**src/rtl/seq_code_lock.sv**
```systemverilog
// seq_code_lock: serial binary code lock.
//
// Keyed bits arrive one per key_valid cycle and are compared, MSB first,
// against a programmable CODE_LEN-bit code. A full correct entry opens the
// lock with an unlock pulse of UNLOCK_CYCLES cycles. MAX_FAIL consecutive
// wrong entries raise alarm for LOCKOUT_CYCLES cycles, during which every
// input except reset is ignored. A partial entry left idle for
// TIMEOUT_CYCLES cycles is discarded without counting as a failure.
//
// Handshake: key_valid and code_load are single-cycle qualifiers with no
// back-pressure. A key is consumed on the rising edge where key_valid=1 and
// the lock is in ENTER. It is dropped, not held, when the lock is in UNLOCK
// or LOCKOUT, or when code_load is high on the same edge.
//
// Ports:
//   clk        rising-edge clock
//   reset      asynchronous, active-low reset
//   key_valid  one key press this cycle
//   key_bit    value of the pressed key
//   code_load  load code_in as the new code (ENTER/UNLOCK only)
//   code_in    new code, MSB entered first
//   unlock     registered open pulse
//   alarm      registered, high while in LOCKOUT
//   progress   number of code bits matched so far
//   fail_cnt   consecutive failed attempts
//   dbg_state  current FSM state (0=ENTER, 1=UNLOCK, 2=LOCKOUT)
module seq_code_lock #(
  parameter int                  CODE_LEN       = 5,
  parameter logic [CODE_LEN-1:0] RESET_CODE     = 5'b01011,
  parameter int                  MAX_FAIL       = 3,
  parameter int                  LOCKOUT_CYCLES = 16,
  parameter int                  UNLOCK_CYCLES  = 2,
  parameter int                  TIMEOUT_CYCLES = 8
) (
  input  logic                                clk,
  input  logic                                reset,
  input  logic                                key_valid,
  input  logic                                key_bit,
  input  logic                                code_load,
  input  logic [CODE_LEN-1:0]                 code_in,
  output logic                                unlock,
  output logic                                alarm,
  output logic [$clog2(CODE_LEN+1)-1:0]       progress,
  output logic [$clog2(MAX_FAIL+1)-1:0]       fail_cnt,
  output logic [1:0]                          dbg_state
);

  localparam int PW      = $clog2(CODE_LEN + 1);
  localparam int FW      = $clog2(MAX_FAIL + 1);
  localparam int TW      = $clog2(TIMEOUT_CYCLES + 1);
  localparam int CNT_MAX = (LOCKOUT_CYCLES > UNLOCK_CYCLES) ? LOCKOUT_CYCLES : UNLOCK_CYCLES;
  localparam int CW      = $clog2(CNT_MAX + 1);

  localparam logic [CODE_LEN-1:0] MSB_ONE = {1'b1, {(CODE_LEN-1){1'b0}}};

  typedef enum logic [1:0] {
    S_ENTER   = 2'd0,
    S_UNLOCK  = 2'd1,
    S_LOCKOUT = 2'd2
  } state_t;

  state_t              state, state_n;
  logic [PW-1:0]       prog_n;
  logic [FW-1:0]       fail_n;
  logic [CODE_LEN-1:0] code, code_n;
  logic [TW-1:0]       timer, timer_n;
  logic [CW-1:0]       cnt, cnt_n;
  logic                exp_bit;

  // Code bit expected next: select bit CODE_LEN-1-progress by walking a
  // one-hot mask down from the MSB.
  assign exp_bit   = |(code & (MSB_ONE >> progress));
  assign dbg_state = state;

  always_comb begin
    state_n = state;
    prog_n  = progress;
    fail_n  = fail_cnt;
    code_n  = code;
    timer_n = timer;
    cnt_n   = cnt;

    case (state)
      S_ENTER: begin
        if (code_load) begin
          // A key arriving with a code load is discarded entirely.
          code_n  = code_in;
          prog_n  = '0;
          timer_n = '0;
        end else if (key_valid) begin
          timer_n = '0;
          if (key_bit == exp_bit) begin
            if (progress == PW'(CODE_LEN - 1)) begin
              prog_n  = '0;
              cnt_n   = '0;
              state_n = S_UNLOCK;
            end else begin
              prog_n = progress + PW'(1);
            end
          end else begin
            // The wrong bit is consumed; matching restarts on the next key.
            prog_n = '0;
            fail_n = fail_cnt + FW'(1);
            if (fail_cnt == FW'(MAX_FAIL - 1)) begin
              cnt_n   = '0;
              state_n = S_LOCKOUT;
            end
          end
        end else if (progress != '0) begin
          if (timer == TW'(TIMEOUT_CYCLES - 1)) begin
            prog_n  = '0;
            timer_n = '0;
          end else begin
            timer_n = timer + TW'(1);
          end
        end
      end

      S_UNLOCK: begin
        if (code_load) begin
          code_n  = code_in;
          prog_n  = '0;
          timer_n = '0;
        end
        if (cnt == CW'(UNLOCK_CYCLES - 1)) begin
          cnt_n   = '0;
          fail_n  = '0;
          state_n = S_ENTER;
        end else begin
          cnt_n = cnt + CW'(1);
        end
      end

      S_LOCKOUT: begin
        if (cnt == CW'(LOCKOUT_CYCLES - 1)) begin
          cnt_n   = '0;
          fail_n  = '0;
          prog_n  = '0;
          state_n = S_ENTER;
        end else begin
          cnt_n = cnt + CW'(1);
        end
      end

      default: begin
        state_n = S_ENTER;
        prog_n  = '0;
        cnt_n   = '0;
      end
    endcase
  end

  always_ff @(posedge clk or negedge reset) begin
    if (!reset) begin
      state    <= S_ENTER;
      progress <= '0;
      fail_cnt <= '0;
      code     <= RESET_CODE;
      timer    <= '0;
      cnt      <= '0;
      unlock   <= 1'b0;
      alarm    <= 1'b0;
    end else begin
      state    <= state_n;
      progress <= prog_n;
      fail_cnt <= fail_n;
      code     <= code_n;
      timer    <= timer_n;
      cnt      <= cnt_n;
      // Decoded from the next state so both flags are true flops that
      // line up exactly with the state they describe.
      unlock   <= (state_n == S_UNLOCK);
      alarm    <= (state_n == S_LOCKOUT);
    end
  end

endmodule

```
**config.mk**
```make
export PLATFORM = sky130hd
export DESIGN_NAME = seq_code_lock
export DESIGN_NICKNAME = d
export VERILOG_FILES = /design/src/rtl/seq_code_lock.sv
export SDC_FILE = /design/constraint.sdc
export NUM_CORES = 1
export LEC_CHECK = 0
export BUFFER_PORTS_ARGS = -buffer_cell sky130_fd_sc_hd__buf_2
export CAP_MARGIN = 5
export CORE_UTILIZATION = 50
export DETAILED_ROUTE_END_ITERATION = 6
export PLACE_DENSITY_LB_ADDON = 0.12
export SYNTH_ARGS = -nofsm -noshare
export SYNTH_HDL_FRONTEND = slang
export SYNTH_SLANG_ARGS = --single-unit
```
**constraint.sdc**
```tcl
create_clock -name clk -period 2.7 [get_ports clk]
set_input_delay 0.135 -clock clk [delete_from_list [all_inputs] [get_ports clk]]
set_output_delay 0.135 -clock clk [all_outputs]
set_load 0.03 [all_outputs]
```
# Yosys cells after proc, flatten, opt, wreduce, memory -nomap -nowiden
# Index checks and enable logic that the tools add are counted.
# op_classes
addsub,4
n_mul,0
div,0
magnitude_cmp,0
n_eq_ne,20
shift,1
n_mux,37
bitwise_logic,1
n_reduce_logical,11
# op_table
cell,count
$mux W5,7
$mux W2,12
$mux W3,8
$mux W4,5
$pmux W5 S3,1
$ne A2 B2 Y1 const B,6
$pmux W2 S3,2
$pmux W3 S3,1
$ne A4 B4 Y1 const B,2
$pmux W4 S2,1
$reduce_and A4 Y1,2
$eq A2 B2 Y1 const B,3
$ne A3 B3 Y1 const B,2
$reduce_and A6 Y1,1
$reduce_bool A3 Y1,2
$add A5 B1 Y5 const B,1
$and A5 B5 Y5,1
$eq A5 B1 Y1 const B,1
$eq A5 B4 Y1 const B,1
$reduce_or A5 Y1,1
$shr A5 B3 Y5 const A,1
$add A4 B1 Y4 const B,1
$eq A2 B1 Y1 const B,2
$eq A4 B3 Y1 const B,1
9 further kinds,9
# word_totals
ff_bits,23
latch_bits,0
mem_bits_rw,0
rom_bits,0
output_inout_bits,9
elab_cells,82
memories,0

# Depth between registers and ports, before layout
# Gate-level depths: netlist of run 1.
# depth
word_depth,9
mapped_depth,10
mapped_depth_nobuf,10

# Least setup slack after synthesis of run 1
# OpenSTA, ideal clock, no wires.
# synth_timing
path_type,flip-flop to flip-flop
startpoint,reg progress[0]
endpoint,reg cnt[0]
setup_time_ps,125
t_arrival_ps,2108
setup_slack_ps,466
stages_incl_launch_ff,9
cell_sequence,dfrtp_1 > inv_1 > ha_1 > a22oi_1 > o221ai_2 > xnor2_2 > o22ai_4 > a21boi_2 > mux2_4
# synth_via
elab_chain_len,8
word_cells_on_any_way,12
classes_between,4 x eq/ne; 1 x shift; 4 x mux; 1 x bitwise; 2 x reduce/logical
# synth_rtl
element,line_no,source
start: declaration,43,"output logic [$clog2(CODE_LEN+1)-1:0] progress,"
start signal: assignment,165,progress <= prog_n;
$shr A5 B3 Y5,72,assign exp_bit = |(code & (MSB_ONE >> progress));
$and A5 B5 Y5,72,
$reduce_or A5 Y1,72,
$eq A1 B1 Y1,92,if (key_bit == exp_bit) begin
$mux W5,92,
$mux W5,90,end else if (key_valid) begin
$mux W5,85,if (code_load) begin
$pmux W5 S3,83,case (state)
end signal: assignment,169,cnt <= cnt_n;
end: declaration,67,"logic [CW-1:0] cnt, cnt_n;"
# Parallel ways exist; a longest one is shown, timed or not. The select of a mux whose other input is x is not followed.
# A chain may end at the register's enable or synchronous reset.

# Final worst setup path of run 1
# Ends and elaborated chain as after synthesis.

==> results of run 1 <==
## state kept, by name (all words and copies together) (netlist names)
name / count
alarm: 1
cnt: 5
code: 5
dbg_state: 2
fail_cnt: 2
progress: 3
timer: 4
unlock: 1
## power breakdown
part           switching (W)  total (W)  internal (W)
clock network       0.000105   0.000161     0.0000554
logic               0.000288   0.000490      0.000202
registers          0.0000653   0.000493      0.000428
## layer usage
| layer | GRT usage | up-vias |
|---|---|---|
| met1 | 0.280 | 537 |
| met3 | 0.0209 | 6 |
| met5 | 0 | - |
| li1 | - | 567 |
| met4 | 0.0857 | 0 |
| met2 | 0.343 | 14 |
## layout make-up
type / instances / area (sq um)
clock buffer: 3 / 22.5
clock inverter: 1 / 5.00
fill: 251 / 1150
inverter: 16 / 60.1
multi-input combinational: 109 / 805
sequential: 23 / 579
tap: 31 / 38.8
timing repair buffer: 19 / 100
## cell families after synthesis
| kind of cell | synth area share |
|---|---|
| mux | 0.0890 |
| flops | 0.400 |
| simple gates | 0.146 |
| buf+inv | 0.0441 |
| fa+ha+maj | 0.130 |
| compound gates | 0.174 |
| xor+xnor | 0.0173 |
## cells in the mapped netlist (2+ instances only)
cell type,instances
o221ai_1,3
o31ai_1,3
a31oi_1,3
o21ai_0,12
nand3_1,3
a21oi_1,4
nor2_1,11
mux2_2,7
o2111ai_1,2
mux2i_1,2
inv_1,16
mux2_4,2
nand2_1,17
o21ai_1,2
and2_1,2
dfstp_2,3
nand2b_1,5
dfrtp_1,20
ha_1,15
## worst paths after layout
kind,end,slack (ns),cells past startpoint,start
setup / recovery,cnt[0],0.45,8,progress[0]
hold / removal,code[2],0.04,2,code_in[2]
setup reg to reg,cnt[0],0.45,8,progress[0]
hold reg to reg,timer[3],0.49,1,timer[3]
max in group asynchronous,code[1],2.02,2,reset
min in group asynchronous,code[2],0.30,2,reset
## metrics by stage
stage / cells / hold slack [ns] / total power, W
after floorplan: 149 / -0.161 / 0.000866
after global placement: 197 / 0.132 / 0.000971
after detailed placement: 197 / 0.142 / 0.000991
after CTS: 202 / 0.0375 / 0.00116
after global routing: 202 / 0.0292 / 0.00124
final: 202 / 0.0427 / 0.00114
==> summary.txt, run 1 <==
Worst setup path
  – Crit path max-delay family: compound AO/OA/AOI/OAI gates
  – Critical Path Sink Type: flip-flop
  – Buf+Inv Stages, Crit Path: 1
  – Crit-path max cell delay: 0.44 ns
  – Cell at the slowest stage of the critical path: dfrtp_1
  – Critical Path AT: 2.46 ns
  – Critical path startpoint category: flip-flop
  – Crit-path cells: inv_1 -> ha_1 -> a22oi_1 -> o221ai_2 -> xnor2_2 -> o22ai_4 -> a21boi_2 -> mux2_4
  – Worst setup path category: reg2reg
  – Req. time, crit path: 2.91 ns
  – Crit-path max FO: 5

STA
  – Worst slew pin tran: 0.620 ns
  – Time the worst path needs with I/O delays and setup: 2.25 ns
  – Clock Skews: 0.00458 ns
  – Max Clk Rate: 444 MHz
  – Slew headroom: 0.582
  – Setup TNS: 0 ns
  – Slew Limit Fails: 0
  – Final setup fails: 0
  – Setup ws final: 0.446 ns
  – Hold Violations, Final: 0
  – Final period utilization: 0.835
  – RSZ-0062 raised after global routing: no

Floorplan
  – FP Rows: 19
  – Full die area: 3110 sq um
  – IO Pins: 19
  – Starting Density: 0.525
  – Die Wd: 55.8 um
  – Core area: 2760 sq um
  – Die Ht: 55.8 um

CTS
  – CTS Buf Count: 3
  – # resized after CTS: 0
  – Clk buf depth: 2
  – Clk_lat worst skew: 0.31 ns
  – Clk sinks: 23
  – CTS tree: yes
  – H-tree levels: 1
  – Post-CTS Setup Repair Bufs: 0
  – Cts hold-fix bufs: 1
  – CTS clk-pin slew, worst paths: 0.13 ns
  – CTS root buf: clkbuf_4

Route
  – Top Layer Used: met4
  – Routed WL: 2820 um
  – Via count: 1124
  – Met3 WL: 50 um
  – Detail Route met2 WL: 1360 um
  – Post-route antenna net violation count: 0
  – DR pass1 iterations: 4
  – Starting DRT DRC Count: 29
  – Met1 Wirelength: 1360 um
  – Wire per inst: 14.0 um
  – Via density: 5.56
  – DRC Markers: 0

Layout
  – Fraction of layout cells with a size suffix above 1: 0.228
  – Most frequent cells in the layout: dfrtp_1 (20), buf_2 (18), nand2_1 (17), inv_1 (16), ha_1 (15)
  – Fin util: 0.584
  – # diodes: 0
  – Post-route cell area: 1610 sq um
  – NumNets Final: 197
  – Commonest non-fill, non-tap cell in the layout: dfrtp_1
  – Area grow syn2layout: 11.2%

Run status
  – Outcome: finished clean

GRT
  – First-pass GRT wire length: 5060 um
  – Grt ovf: 0
  – Initial antenna violation count: 0
  – Global Route Usage Sum: 0.208
  – Largest net degree at the start of global routing: 24
  – Number of global-route vias before repair: 1173

Place
  – GPL Wtd Cong: 0.801
  – Dpl ws: 0.430 ns
  – Port bufs: 18
  – DP HPWL: 2150 um
  – Dpl cell area: 1570 sq um

Logic synthesis
  – Mapped Area: 1450 sq um
  – Top FF cell, synth: dfrtp_1
  – Yosys reg bits: 23
  – Ranking of synthesized cells by area: dfrtp_1 (35%), ha_1 (13%), dfstp_2 (5.4%)
  – Avg Cell Area, Syn: 9.72 sq um
  – Synth Net Count: 174
  – Top-area cell type share of the netlist area: 0.346
  – Post-synth top area cell: dfrtp_1
  – Ys async rst share: 1.00
  – Mapped Cells: 149
  – Number of synthesized flops with an enable pin: 0
  – Sequential fraction of the synthesis area: 0.400
  – Post-synthesis cell type count: 36
  – YS warnings: 0

Run
  – Max Cap Violations: 0

Power
  – Max rail drop VDD: 0.497 mV
  – LEAKAGE: 0.775 nW
  – Power per cell area: 710 nW/um^2

Hold path
  – Tightest Hold Check Type: in2reg
(Power assumes the default switching activity.)
==> inputs of run 2 (changes only) <==
clock period = 1.8 ns   (was 2.7 ns; I/O delays follow)
==> summary.txt, run 2 (synthesis results as in run 1) <==
Worst setup path
  – Crit-path cells: inv_2 -> ha_4 -> a22oi_2 -> o221ai_2 -> xnor2_2 -> buf_4 -> o21ai_2 -> nand2_2 -> mux2_4
  – Critical Path AT: 2.22 ns (-0.24 ns)
  – Critical Path Sink Type: flip-flop
  – Crit-path max cell delay: 0.46 ns (+0.02 ns)
  – Critical path startpoint category: flip-flop
  – Cell at the slowest stage of the critical path: dfrtp_2
  – Worst setup path category: reg2reg
  – Req. time, crit path: 2.02 ns (-0.89 ns)
  – Crit-path max FO: 4 (-1)

Floorplan
  – FP Rows: 19 (unchanged)
  – Core area: 2760 sq um (unchanged)
  – Full die area: 3110 sq um (unchanged)
  – Starting Density: 0.525 (unchanged)
  – Die Ht: 55.8 um (unchanged)
  – Die Wd: 55.8 um (unchanged)
  – IO Pins: 19 (unchanged)

Run status
  – Failing checks: negative setup slack
  – Outcome: complete, but fails checks

Place
  – GPL Wtd Cong: 0.789 (-1.6%)
  – Dpl cell area: 1810 sq um (+15%)
  – Dpl ws: -0.197 ns (-0.627 ns)
  – DP HPWL: 2460 um (+14%)
  – Port bufs: 18 (unchanged)

Hold path
  – Tightest Hold Check Type: in2reg

CTS
  – Clk_lat worst skew: 0.32 ns (about the same)
  – CTS root buf: clkbuf_4
  – Clk buf depth: 2 (unchanged)
  – CTS clk-pin slew, worst paths: 0.13 ns (about the same)
  – CTS Buf Count: 3 (unchanged)
  – H-tree levels: 1 (unchanged)
  – Clk sinks: 23 (unchanged)
  – CTS tree: yes

STA
  – Clock Skews: 0.00452 ns (-0.0000536 ns)
  – Final setup fails: 15 (+15)
  – Setup ws final: -0.204 ns (-0.649 ns)
  – Slew headroom: 0.650 (+0.0672)
  – Final period utilization: 1.11 (+0.278)
  – Hold Violations, Final: 0 (unchanged)
  – Worst slew pin tran: 0.526 ns (-0.0942 ns)
  – Time the worst path needs with I/O delays and setup: 2.00 ns (-0.251 ns)
  – Max Clk Rate: 499 MHz (+13%)
  – Slew Limit Fails: 0 (unchanged)
  – RSZ-0062 raised after global routing: yes

Layout
  – Area grow syn2layout: 42.9%
  – Fin util: 0.750 (+0.166)
  – Post-route cell area: 2070 sq um (+28%)
  – NumNets Final: 231 (+17%)
  – Fraction of layout cells with a size suffix above 1: 0.488 (+0.260)
  – Biggest regs: cnt (5), code (5), timer (4)
  – Commonest non-fill, non-tap cell in the layout: buf_4
  – # diodes: 0 (unchanged)
  – Most frequent cells in the layout: buf_4 (28), buf_2 (18), dfrtp_1 (15), inv_1 (13), nand2_1 (13)

GRT
  – First-pass GRT wire length: 5750 um (+14%)
  – Initial antenna violation count: 0 (unchanged)
  – Largest net degree at the start of global routing: 24 (unchanged)
  – Grt ovf: 0 (unchanged)
  – Number of global-route vias before repair: 1340 (+14%)
  – Global Route Usage Sum: 0.234 (+0.0262)

Route
  – Via density: 5.44 (-2.3%)
  – DRC Markers: 0 (unchanged)
  – Starting DRT DRC Count: 21 (-28%)
  – Via count: 1283 (+14%)
  – Wire per inst: 14.7 um (+5.3%)
  – DR pass1 iterations: 4 (unchanged)
  – Routed WL: 3470 um (+23%)
  – Post-route antenna net violation count: 0 (unchanged)

Power
  – Pint: 0.00127 W (+86%)
  – Switching share of total power: 0.398 (-0.00322)
  – Clock share of power: 0.117 (-0.024)
  – Power per cell area: 1020 nW/um^2 (+44%)
  – Reg power frac: 0.352 (-0.079)
  – LEAKAGE: 0.970 nW (+25%)
  – Logic pwr share: 0.531 (+0.103)
  – P_sw: 0.000841 W (+83%)
  – Max rail drop VDD: 0.895 mV (+80%)

Run
  – Max Cap Violations: 0 (unchanged)
run 2: cell count changes in the layout (fill, tap and decap cells not counted), moves of 3 or more:
cell,previous run,this run
buf_4,0,28
dfrtp_1,20,15
dfrtp_2,0,5
dlygate4sd3_1,1,5
ha_1,15,9
ha_4,0,4
inv_1,16,13
inv_2,0,3
nand2_1,17,13
nand2_2,0,3
o21ai_0,12,5
o21ai_2,0,4
run 2: power groups by stage:
stage          sequential, W  combinational (W)  clock, W
2_1_floorplan       0.000822           0.000496         0
3_3_place_gp        0.000735           0.000898         0
3_5_place_dp        0.000745           0.000935         0
4_1_cts             0.000744            0.00104  0.000252
5_1_grt             0.000759            0.00122  0.000276
6_report            0.000745            0.00112  0.000247
run 2: metal layers:
metal	up-vias	track usage	wire [um]
met2	32	0.417	1750
met1	611	0.295	1530
met5	-	0	0
met3	9	0.0233	108
met4	0	0.0786	81
li1	631	-	-
run 2: layout make-up:
| cell class | instances | area, sq um |
|---|---|---|
| repair buffers | 53 | 373 |
| fillers | 198 | 689 |
| inverters | 16 | 60.1 |
| clock buffers | 4 | 26.3 |
| well taps | 31 | 38.8 |
| multi-input cells | 109 | 985 |
| flip-flops and latches | 23 | 586 |
run 2: repair_timing:
action,in CTS,in global routing
pin swaps,12,7
gates resized for setup,21,16
endpoints found under the hold margin,23,1
cloned,0,0
hold buffers,4,1
setup buffers,2,2
endpoints found under the setup margin,14,17
run 2: per-stage QoR:
| stage | TNS (ns) | hold slack (ns) | cells | total power (W) |
|---|---|---|---|---|
| floorplan | -0.978 | -0.206 | 149 | 0.00132 |
| CTS | -1.97 | 0.0123 | 233 | 0.00204 |
| finish | -2.07 | 0.0156 | 236 | 0.00211 |
| global placement | -1.26 | 0.0815 | 223 | 0.00163 |
| global route | -3.71 | 0.00881 | 236 | 0.00225 |
| detailed placement | -1.84 | 0.0929 | 223 | 0.00168 |
run 2: critical path: cells and delay by family, from the launching register on:
kind                     cells  cell delay [ns]
XOR/XNOR                     1             0.23
flip-flops                   1             0.46
adder cells (fa/ha/maj)      1             0.16
buffers and inverters        2             0.27
AO/OA/AOI/OAI                3             0.39
multiplexers                 1             0.31
AND/OR/NAND/NOR              1             0.09
run 2: final timing paths:
path                        startpoint      endpoint  slack, ns  cells past startpoint
max                        progress[0]   fail_cnt[1]      -0.20                      9
min                         code_in[3]       code[3]       0.02                      2
max reg2reg                progress[0]   fail_cnt[1]      -0.20                      9
min reg2reg                   timer[3]      timer[3]       0.51                      1
max in group asynchronous        reset  dbg_state[0]       1.15                      2
min in group asynchronous        reset       code[2]       0.26                      2
==> inputs of run 3 (changes only) <==
MAX_ROUTING_LAYER = met4   (was not set)
clock period = 1.7 ns   (was 1.8 ns; I/O delays follow)
==> summary.txt, run 3 (synthesis results as in run 1) <==
STA
  – Worst slew pin tran: 0.507 ns (-0.0188 ns)
  – Setup TNS: -3.14 ns (-1.07 ns)
  – Clock Skews: 0.00771 ns (+0.00319 ns)
  – Slew headroom: 0.661 (+0.0113)
  – Final period utilization: 1.18 (+0.0636)
  – Time the worst path needs with I/O delays and setup: 2.00 ns (-0.00322 ns)
  – Setup ws final: -0.300 ns (-0.0968 ns)
  – Hold Violations, Final: 0 (unchanged)
  – Final setup fails: 14 (-1)
  – RSZ-0062 raised after global routing: yes
  – Slew Limit Fails: 0 (unchanged)
  – Hold Slack: 0.0219 ns (+0.00633 ns)
  – Max Clk Rate: 500 MHz (+0.16%)

CTS
  – CTS clk-pin slew, worst paths: 0.12 ns (about the same)
  – Clk sinks: 23 (unchanged)
  – CTS tree: yes
  – CTS root buf: clkbuf_4
  – CTS Buf Count: 3 (unchanged)
  – Clk_lat worst skew: 0.30 ns (-0.02 ns)
  – Clk buf depth: 2 (unchanged)
  – H-tree levels: 1 (unchanged)

Place
  – Placed cell count: 222 (-0.45%)
  – DP HPWL: 2380 um (-3.1%)
  – GPL Wtd Cong: 0.852 (+8.0%)
  – Port bufs: 18 (unchanged)

Layout
  – Most frequent cells in the layout: buf_4 (31), buf_2 (18), dfrtp_1 (15), inv_1 (13), nand2_1 (13)
  – Fraction of layout cells with a size suffix above 1: 0.541 (+0.0529)
  – Biggest regs: cnt (5), code (5), timer (4)
  – Layout fillers: 183 (-7.6%)
  – Finished Layout Cells: 240 (+1.7%)
  – NumNets Final: 235 (+1.7%)
  – Commonest non-fill, non-tap cell in the layout: buf_4
  – Area of the multi-input gates: 1040 sq um (+6.0%)
  – Register Area: 586 sq um (unchanged)
  – Area grow syn2layout: 49.4%
  – # diodes: 0 (unchanged)

Worst setup path
  – Reg2Reg Depth: 8 (-1)
  – Worst setup path category: reg2reg
  – Critical Path AT: 2.20 ns (-0.02 ns)
  – Critical path startpoint category: flip-flop
  – Reg-to-Reg End: cnt[0]
  – Critical Path Sink Type: flip-flop
  – R2r setup slk: -0.30 ns (-0.10 ns)
  – Cell at the slowest stage of the critical path: dfrtp_2
  – R2r startpoint: progress[0]
  – Crit-path cells: inv_4 -> ha_4 -> a22oi_2 -> o221ai_2 -> xnor2_2 -> o22ai_4 -> a21boi_4 -> mux2_4
  – Req. time, crit path: 1.90 ns (-0.12 ns)
  – Crit-path max FO: 4 (unchanged)
  – Crit-path max cell delay: 0.46 ns (about the same)

GRT
  – Number of global-route vias before repair: 1319 (-1.6%)
  – Initial antenna violation count: 0 (unchanged)
  – Largest net degree at the start of global routing: 24 (unchanged)
  – First-pass GRT wire length: 5640 um (-1.9%)
  – Global Route Usage Sum: 0.238 (+0.00413)
  – Grt ovf: 0 (unchanged)

Run status
  – Failing checks: negative setup slack
  – Outcome: complete, but fails checks

Floorplan
  – FP Rows: 19 (unchanged)
  – Die Ht: 55.8 um (unchanged)
  – Full die area: 3110 sq um (unchanged)
  – Starting Density: 0.525 (unchanged)
  – Core area: 2760 sq um (unchanged)
  – Die Wd: 55.8 um (unchanged)
  – IO Pins: 19 (unchanged)

Power
  – LEAKAGE: 1.00 nW (+3.6%)
  – Max rail drop VDD: 1.10 mV (+23%)
  – Power per cell area: 1070 nW/um^2 (+4.3%)

Hold path
  – WHS Endpoint: code[1]
  – Hold path startpoint: code_in[1]
  – Tightest Hold Check Type: in2reg
  – Hold Crit Depth: 2 (unchanged)

Route
  – Via count: 1317 (+2.7%)
  – DR pass1 iterations: 4 (unchanged)
  – Via density: 5.49 (+0.94%)
  – DRC Markers: 0 (unchanged)
  – Post-route antenna net violation count: 0 (unchanged)
  – Starting DRT DRC Count: 54 (+160%)
  – Routed WL: 3360 um (-3.0%)
  – Wire per inst: 14.0 um (-4.6%)

Run
  – Max Cap Violations: 0 (unchanged)
-- run 3: cell types whose count changed in the layout (fill, tap and decap cells not counted), moves of 2 or more --
cell | before | now
buf_4 | 28 | 31
nor2_1 | 11 | 9
o221ai_1 | 2 | 0
o221ai_2 | 2 | 4
o31ai_2 | 0 | 2
-- run 3: area by class of cell --
cell class                      instances  area share
Multi-Input combinational cell        109       0.482
Inverter                               16      0.0289
Tap cell                               31      0.0179
Timing Repair Buffer                   57       0.188
Clock buffer                            4      0.0121
Sequential cell                        23       0.271
-- run 3: power by group --
part           total, W  internal [W]  switching, W
registers      0.000796      0.000683      0.000114
logic           0.00127      0.000632      0.000634
clock network  0.000243     0.0000915      0.000152
-- run 3: stage by stage --
| step | power [W] | utilization | area [sq um] | setup WS, ns |
|---|---|---|---|---|
| after floorplan | 0.00140 | - | 1510 | -0.362 |
| after global placement | 0.00174 | 0.661 | 1820 | -0.263 |
| after detailed placement | 0.00178 | 0.661 | 1820 | -0.316 |
| after CTS | 0.00221 | 0.746 | 2060 | -0.294 |
| after global routing | 0.00247 | 0.784 | 2160 | -0.409 |
| final | 0.00231 | 0.784 | 2160 | -0.300 |
-- run 3: repair_timing --
item | CTS | global route
buffers inserted | 6 | 3
hold buffers | 5 | 0
endpoints found under the setup margin | 15 | 20
pin swaps | 8 | 6
cloned | 0 | 0
resized for setup | 26 | 21
hold endpoints to repair | 24 | 0
-- run 3: metal layers --
| layer | part of all wire | track usage | vias to the layer above |
|---|---|---|---|
| li1 | - | - | 644 |
| met1 | 0.42 | 0.271 | 649 |
| met2 | 0.55 | 0.425 | 19 |
| met3 | 0.020 | 0.0326 | 5 |
| met4 | 0.012 | 0.0857 | 0 |
| met5 | 0 | - | - |
-- run 3: worst max-delay path: cells and delay by family (launching register included) --
| kind | cells | cell delay (ns) |
|---|---|---|
| AOI/OAI and AO/OA | 4 | 0.66 |
| adders and majority gates | 1 | 0.15 |
| xor gates and xnor gates | 1 | 0.24 |
| DFF | 1 | 0.46 |
| muxes | 1 | 0.32 |
| buffers and inverters | 1 | 0.06 |
-- run 3: worst max-delay path by stage --
stage / start / endpoint / slack, ns / cells after the start
finish: progress[0] / cnt[0] / -0.30 / 8
global route: progress[1] / cnt[0] / -0.41 / 8
CTS: progress[0] / fail_cnt[1] / -0.29 / 9
detailed placement: progress[1] / fail_cnt[1] / -0.32 / 9
global placement: progress[1] / fail_cnt[0] / -0.26 / 9
floorplan: progress[1] / cnt[0] / -0.36 / 8
